### src/rtl/sst_map_sequencer.sv
// Save-state bus initiator: streams mapper registers out on save and writes a
// checked byte stream back into the mapper on restore.
module sst_map_sequencer #(
   parameter int NREGS    = 127,
   parameter int IDX_ADDR = 127,
   parameter int READ_LAT = 2
) (
   input  logic       clk,
   input  logic       rst,
   input  logic       cpu_m3,
   input  logic       start,
   input  logic       mode,
   input  logic [7:0] map_idx,
   output logic       sst_act,
   output logic       sst_we_reg,
   output logic [7:0] sst_addr,
   output logic [7:0] sst_dato,
   input  logic [7:0] sst_di,
   output logic [7:0] so_data,
   output logic       so_valid,
   input  logic       so_ready,
   input  logic [7:0] si_data,
   input  logic       si_valid,
   output logic       si_ready,
   output logic       busy,
   output logic       done,
   output logic       err
);

   localparam logic [7:0] LAST_ADDR = 8'(NREGS - 1);
   localparam logic [7:0] IDX_A     = 8'(IDX_ADDR);
   localparam logic [2:0] LAT_M1    = 3'(READ_LAT - 1);

   typedef enum logic [2:0] {
      IDLE, RD_SET, RD_WAIT, SO_PUSH, SI_PULL, WR_HOLD, FIN
   } state_t;

   state_t     state_reg, state_next;
   logic [7:0] addr_reg, addr_next;
   logic [7:0] dato_reg, dato_next;
   logic [7:0] data_reg, data_next;
   logic [2:0] cnt_reg, cnt_next;
   logic       mode_reg, mode_next;
   logic       idx_phase_reg, idx_phase_next;
   logic       skip_reg, skip_next;
   logic       err_reg, err_next;
   logic [7:0] addr_step;

   always_ff @(posedge clk) begin
      if (rst) begin
         state_reg     <= IDLE;
         addr_reg      <= 8'd0;
         dato_reg      <= 8'd0;
         data_reg      <= 8'd0;
         cnt_reg       <= 3'd0;
         mode_reg      <= 1'b0;
         idx_phase_reg <= 1'b0;
         skip_reg      <= 1'b0;
         err_reg       <= 1'b0;
      end else begin
         state_reg     <= state_next;
         addr_reg      <= addr_next;
         dato_reg      <= dato_next;
         data_reg      <= data_next;
         cnt_reg       <= cnt_next;
         mode_reg      <= mode_next;
         idx_phase_reg <= idx_phase_next;
         skip_reg      <= skip_next;
         err_reg       <= err_next;
      end
   end

   // The index byte is read from IDX_ADDR; the register walk then starts at 0.
   assign addr_step = idx_phase_reg ? 8'd0 : addr_reg + 8'd1;

   always_comb begin
      state_next     = state_reg;
      addr_next      = addr_reg;
      dato_next      = dato_reg;
      data_next      = data_reg;
      cnt_next       = cnt_reg;
      mode_next      = mode_reg;
      idx_phase_next = idx_phase_reg;
      skip_next      = skip_reg;
      err_next       = err_reg;
      case (state_reg)
         IDLE: begin
            if (start) begin
               err_next       = 1'b0;
               mode_next      = mode;
               addr_next      = IDX_A;
               idx_phase_next = 1'b1;
               state_next     = RD_SET;
            end
         end
         RD_SET: begin
            cnt_next   = LAT_M1;
            state_next = RD_WAIT;
         end
         RD_WAIT: begin
            if (cnt_reg == 3'd0) begin
               data_next = sst_di;
               if (!mode_reg) begin
                  state_next = SO_PUSH;
               end else if (sst_di != map_idx) begin
                  err_next   = 1'b1;
                  state_next = IDLE;
               end else begin
                  skip_next  = 1'b1;
                  state_next = SI_PULL;
               end
            end else begin
               cnt_next = cnt_reg - 3'd1;
            end
         end
         SO_PUSH: begin
            if (so_ready) begin
               if (!idx_phase_reg && addr_reg == LAST_ADDR) begin
                  state_next = FIN;
               end else begin
                  addr_next      = addr_step;
                  idx_phase_next = 1'b0;
                  state_next     = RD_SET;
               end
            end
         end
         SI_PULL: begin
            if (si_valid) begin
               if (skip_reg) begin
                  skip_next = 1'b0;
               end else begin
                  dato_next      = si_data;
                  addr_next      = addr_step;
                  idx_phase_next = 1'b0;
                  state_next     = WR_HOLD;
               end
            end
         end
         WR_HOLD: begin
            // Only an M3 edge commits, so stay here until one arrives.
            if (cpu_m3) begin
               state_next = (addr_reg == LAST_ADDR) ? FIN : SI_PULL;
            end
         end
         FIN: begin
            state_next = IDLE;
         end
         default: begin
            state_next = IDLE;
         end
      endcase
   end

   assign sst_act    = (state_reg != IDLE) && (state_reg != FIN);
   assign busy       = sst_act;
   assign sst_we_reg = (state_reg == WR_HOLD);
   assign sst_addr   = addr_reg;
   assign sst_dato   = dato_reg;
   assign so_data    = data_reg;
   assign so_valid   = (state_reg == SO_PUSH);
   assign si_ready   = (state_reg == SI_PULL);
   assign done       = (state_reg == FIN);
   assign err        = err_reg;

endmodule

### config.mk
export PLATFORM = sky130hd
export DESIGN_NAME = sst_map_sequencer
export DESIGN_NICKNAME = d
export VERILOG_FILES = /design/src/rtl/sst_map_sequencer.sv
export SDC_FILE = /design/constraint.sdc
export NUM_CORES = 1
export LEC_CHECK = 0
export CAP_MARGIN = 20
export CORE_UTILIZATION = 45
export DETAILED_ROUTE_END_ITERATION = 6
export GPL_TIMING_DRIVEN = 0
export PLACE_DENSITY = 0.78
export SLEW_MARGIN = 10
export SYNTH_ARGS = -nofsm -noshare
export SYNTH_HDL_FRONTEND = slang
export SYNTH_SLANG_ARGS = --single-unit
### constraint.sdc
create_clock -name clk -period 2.4 [get_ports clk]
set_clock_uncertainty 0.05 [all_clocks]
set_input_delay 0.36 -clock clk [delete_from_list [all_inputs] [get_ports clk]]
set_output_delay 0.36 -clock clk [all_outputs]
set_load 0.01 [all_outputs]
==> metrics.txt <==
clock share of power=0.214; number of fill cells in the layout=306; Post-Place Worst Slack=0.1470 ns; Synth Area in Adders=0.02745; Yosys reg bits=34; GRT Total Usage=0.2229; worst-path maximum fanout=10; Peak Freq=~440 MHz; crit end category=output port; vias in the first global route=1,729; initial DRC count=roughly 180; EDFF count, synth=0; CTS tree=built; Max Cap Violations=0; sequential share of power=0.390; outcome=complete, no violations; final hold violation count=0; RSZ-0062 raised after global routing=false; top cells by area, synth=dfxtp_1, mux2i_1, nor2_1, xnor2_1, a21oi_1; main combinational cell family by area after synthesis=simple AND/OR/NAND/NOR gates; Crit Reg-Reg Endpoint=sst_addr[3]; Critical R2R Launch=sst_addr[1]; clk buf depth=2; antenna viol nets, final=0; Design Area, Final=0.002567 mm^2; Synth Flop Type=dfxtp_1; Worst Setup Path Type=reg2out; CTS H-tree lvls=2; Skew-Pair Late Insertion Delay=0.29 ns; crit path DAT=1.85 ns; setup bufs post-CTS=0; DIE AREA=0.004310 mm^2; DRC errors left=0; fin. max-slew vios=0; initial antenna violation count=0; Tcrit/Tclk final=0.9400; Vias/cell=5.289; worst-margin pin slew=approximately 0.53 ns; VDD IR max=0.0003558 V; Sw Ratio=0.3564; sequential share of the synthesized area=0.3734; CP Launch Type=flip-flop; DR WL/cell=13.34 um; Setup violations, final=0; Post-Syn Instances=216; Netlist cell types=between 40 and 50; I/O pins=62; Psw=slightly below 700 uW; Comb pwr share=0.397; Post-Synth Simple-Gate Area=0.2567; Setup TNS Final=0 ns; CTS Sinks=34; total CTS buffers=5; die height=65.65 um; first-pass GRT wire length=7445 um; Nets=316; post-layout min period=2.256 ns; worst setup path startpoint=state_reg[1]; slew margin rel.=0.6462; 1st-pass router iterations=6; Final GP Congestion=roughly 0.8; area of the core=0.003771 mm^2; final WL=4389 um; FP Rows=22; synthesis-to-finish area growth=40.84%; CP Data Required Time=1.99 ns; Hold Crit Class=reg2reg; final setup margin=0.1440 ns; Mapped Area=0.001823 mm^2; Mapped Avg Cell Area=approximately 8.4 um^2; via count=1,740; layout cells sized above 1=0.08897; Power Density=752.9 mW/mm^2; Placed Cells=about 320; Pwr Total=1.933 mW; mux contribution to synthesized area=0.09334; internal power=1.244 mW; R2R cell count=7; Port-buffer cells=60; Initial Util=0.4834; reg-to-reg setup timing slack=0.30 ns; final core utilization=0.6808; Synth area leader=dfxtp_1; Clk pin slew, worst setup/hold paths=0.07 ns; clk root buf=clkbuf_8; compound-cell area share of the yosys netlist=0.1579; largest net degree at the start of global routing=20; final cell count without fillers=329; Post-Syn Nets=~250; top cell type's share of synthesized area=0.3734; Synth warnings=0; Fin Hold WS=between 0.4 and 0.5 ns; DP Area=0.002484 mm^2; Die W=65.65 um; antenna cells=0; Pleak=0.9200 nW; xor/xnor cell area share of the yosys netlist=0.03844; DPL Wire Length=3307 um; share of flip-flops with an asynchronous set or reset=0; total gr overflow=0; crit path capture=busy
synthesized netlist by cell type (all sizes together), types with 3 or more instances:
master	count
dfxtp	34
nor2	30
mux2i	17
a21oi	13
o21ai	13
nand2	10
clkbuf	8
xnor2	8
nand3	7
nor2b	7
nor3	7
buf	6
inv	6
a31oi	5
ha	4
o21bai	4
or3	4
nand2b	3
nand4	3
worst min-delay path by stage:
stage / startpoint / endpoint / slack [ns] / cells after the start
2_1_floorplan: skip_reg / skip_reg / 0.40 / 2
3_5_place_dp: skip_reg / skip_reg / 0.42 / 2
5_1_grt: skip_reg / skip_reg / 0.47 / 2
6_report: skip_reg / skip_reg / 0.43 / 2
3_3_place_gp: skip_reg / skip_reg / 0.41 / 2
4_1_cts: skip_reg / skip_reg / 0.44 / 2
final cells by class:
cell class | instances | area [um^2] | share of cell area
tap | 48 | 60.06 | 0.02339
multi-input combinational | 162 | 1046 | 0.4074
clock inverter | 2 | 15.01 | 0.005848
clock buffer | 5 | 68.82 | 0.02680
timing repair buffer | 60 | 603.1 | 0.2349
buffer | 12 | 70.07 | 0.02729
sequential | 34 | 681.9 | 0.2656
inverter | 6 | 22.52 | 0.008772
power groups by stage:
stage | clock, mW | combinational [mW] | sequential (mW)
2_1_floorplan | 0 | 0.463 | 0.763
3_5_place_dp | 0 | 0.771 | 0.760
3_3_place_gp | 0 | 0.760 | 0.759
4_1_cts | 0.425 | 0.773 | 0.750
5_1_grt | 0.448 | 0.853 | 0.766
6_report | 0.413 | 0.767 | 0.753
placed cells by master, fill, tap and decap left out, types with 5 or more instances in the layout:
| cell type | instances |
|---|---|
| a21oi_1 | 11 |
| a31oi_1 | 5 |
| clkbuf_1 | 5 |
| clkbuf_8 | 5 |
| clkdlybuf4s50_1 | 59 |
| dfxtp_1 | 33 |
| inv_1 | 5 |
| mux2i_1 | 17 |
| nand2_1 | 10 |
| nand3_1 | 7 |
| nor2_1 | 28 |
| nor2b_1 | 7 |
| nor3_1 | 7 |
| o21ai_0 | 9 |
| xnor2_1 | 8 |
worst max-delay path: stages, from the launching register on:
cell and delay, ns:
dfxtp_2 0.37, clkbuf_4 0.19, nor2b_1 0.15, or3_1 0.36
clkdlybuf4s50_1 0.50
repair_timing:
action	in CTS	in global routing
endpoints found under the setup margin	2	1
hold buffers	0	0
gates resized for setup	3	1
gates cloned	0	0
endpoints found under the hold margin	0	0
metal layers:
metal / vias up / GRT usage / wire [um]
li1: 892 / - / -
met1: 785 / 0.2721 / 2034
met2: 56 / 0.3559 / 1928
met3: 7 / 0.07639 / 357
met4: 0 / 0.08696 / 69
met5: - / 0 / 0
kinds of logic after synthesis:
| group | count (synthesis) |
|---|---|
| simple gates | 88 |
| mux | 17 |
| compound gates | 45 |
| buf+inv | 20 |
| fa+ha+maj | 4 |
| xor+xnor | 8 |
| flops | 34 |
Note: power is estimated with default switching activity, not from simulation.
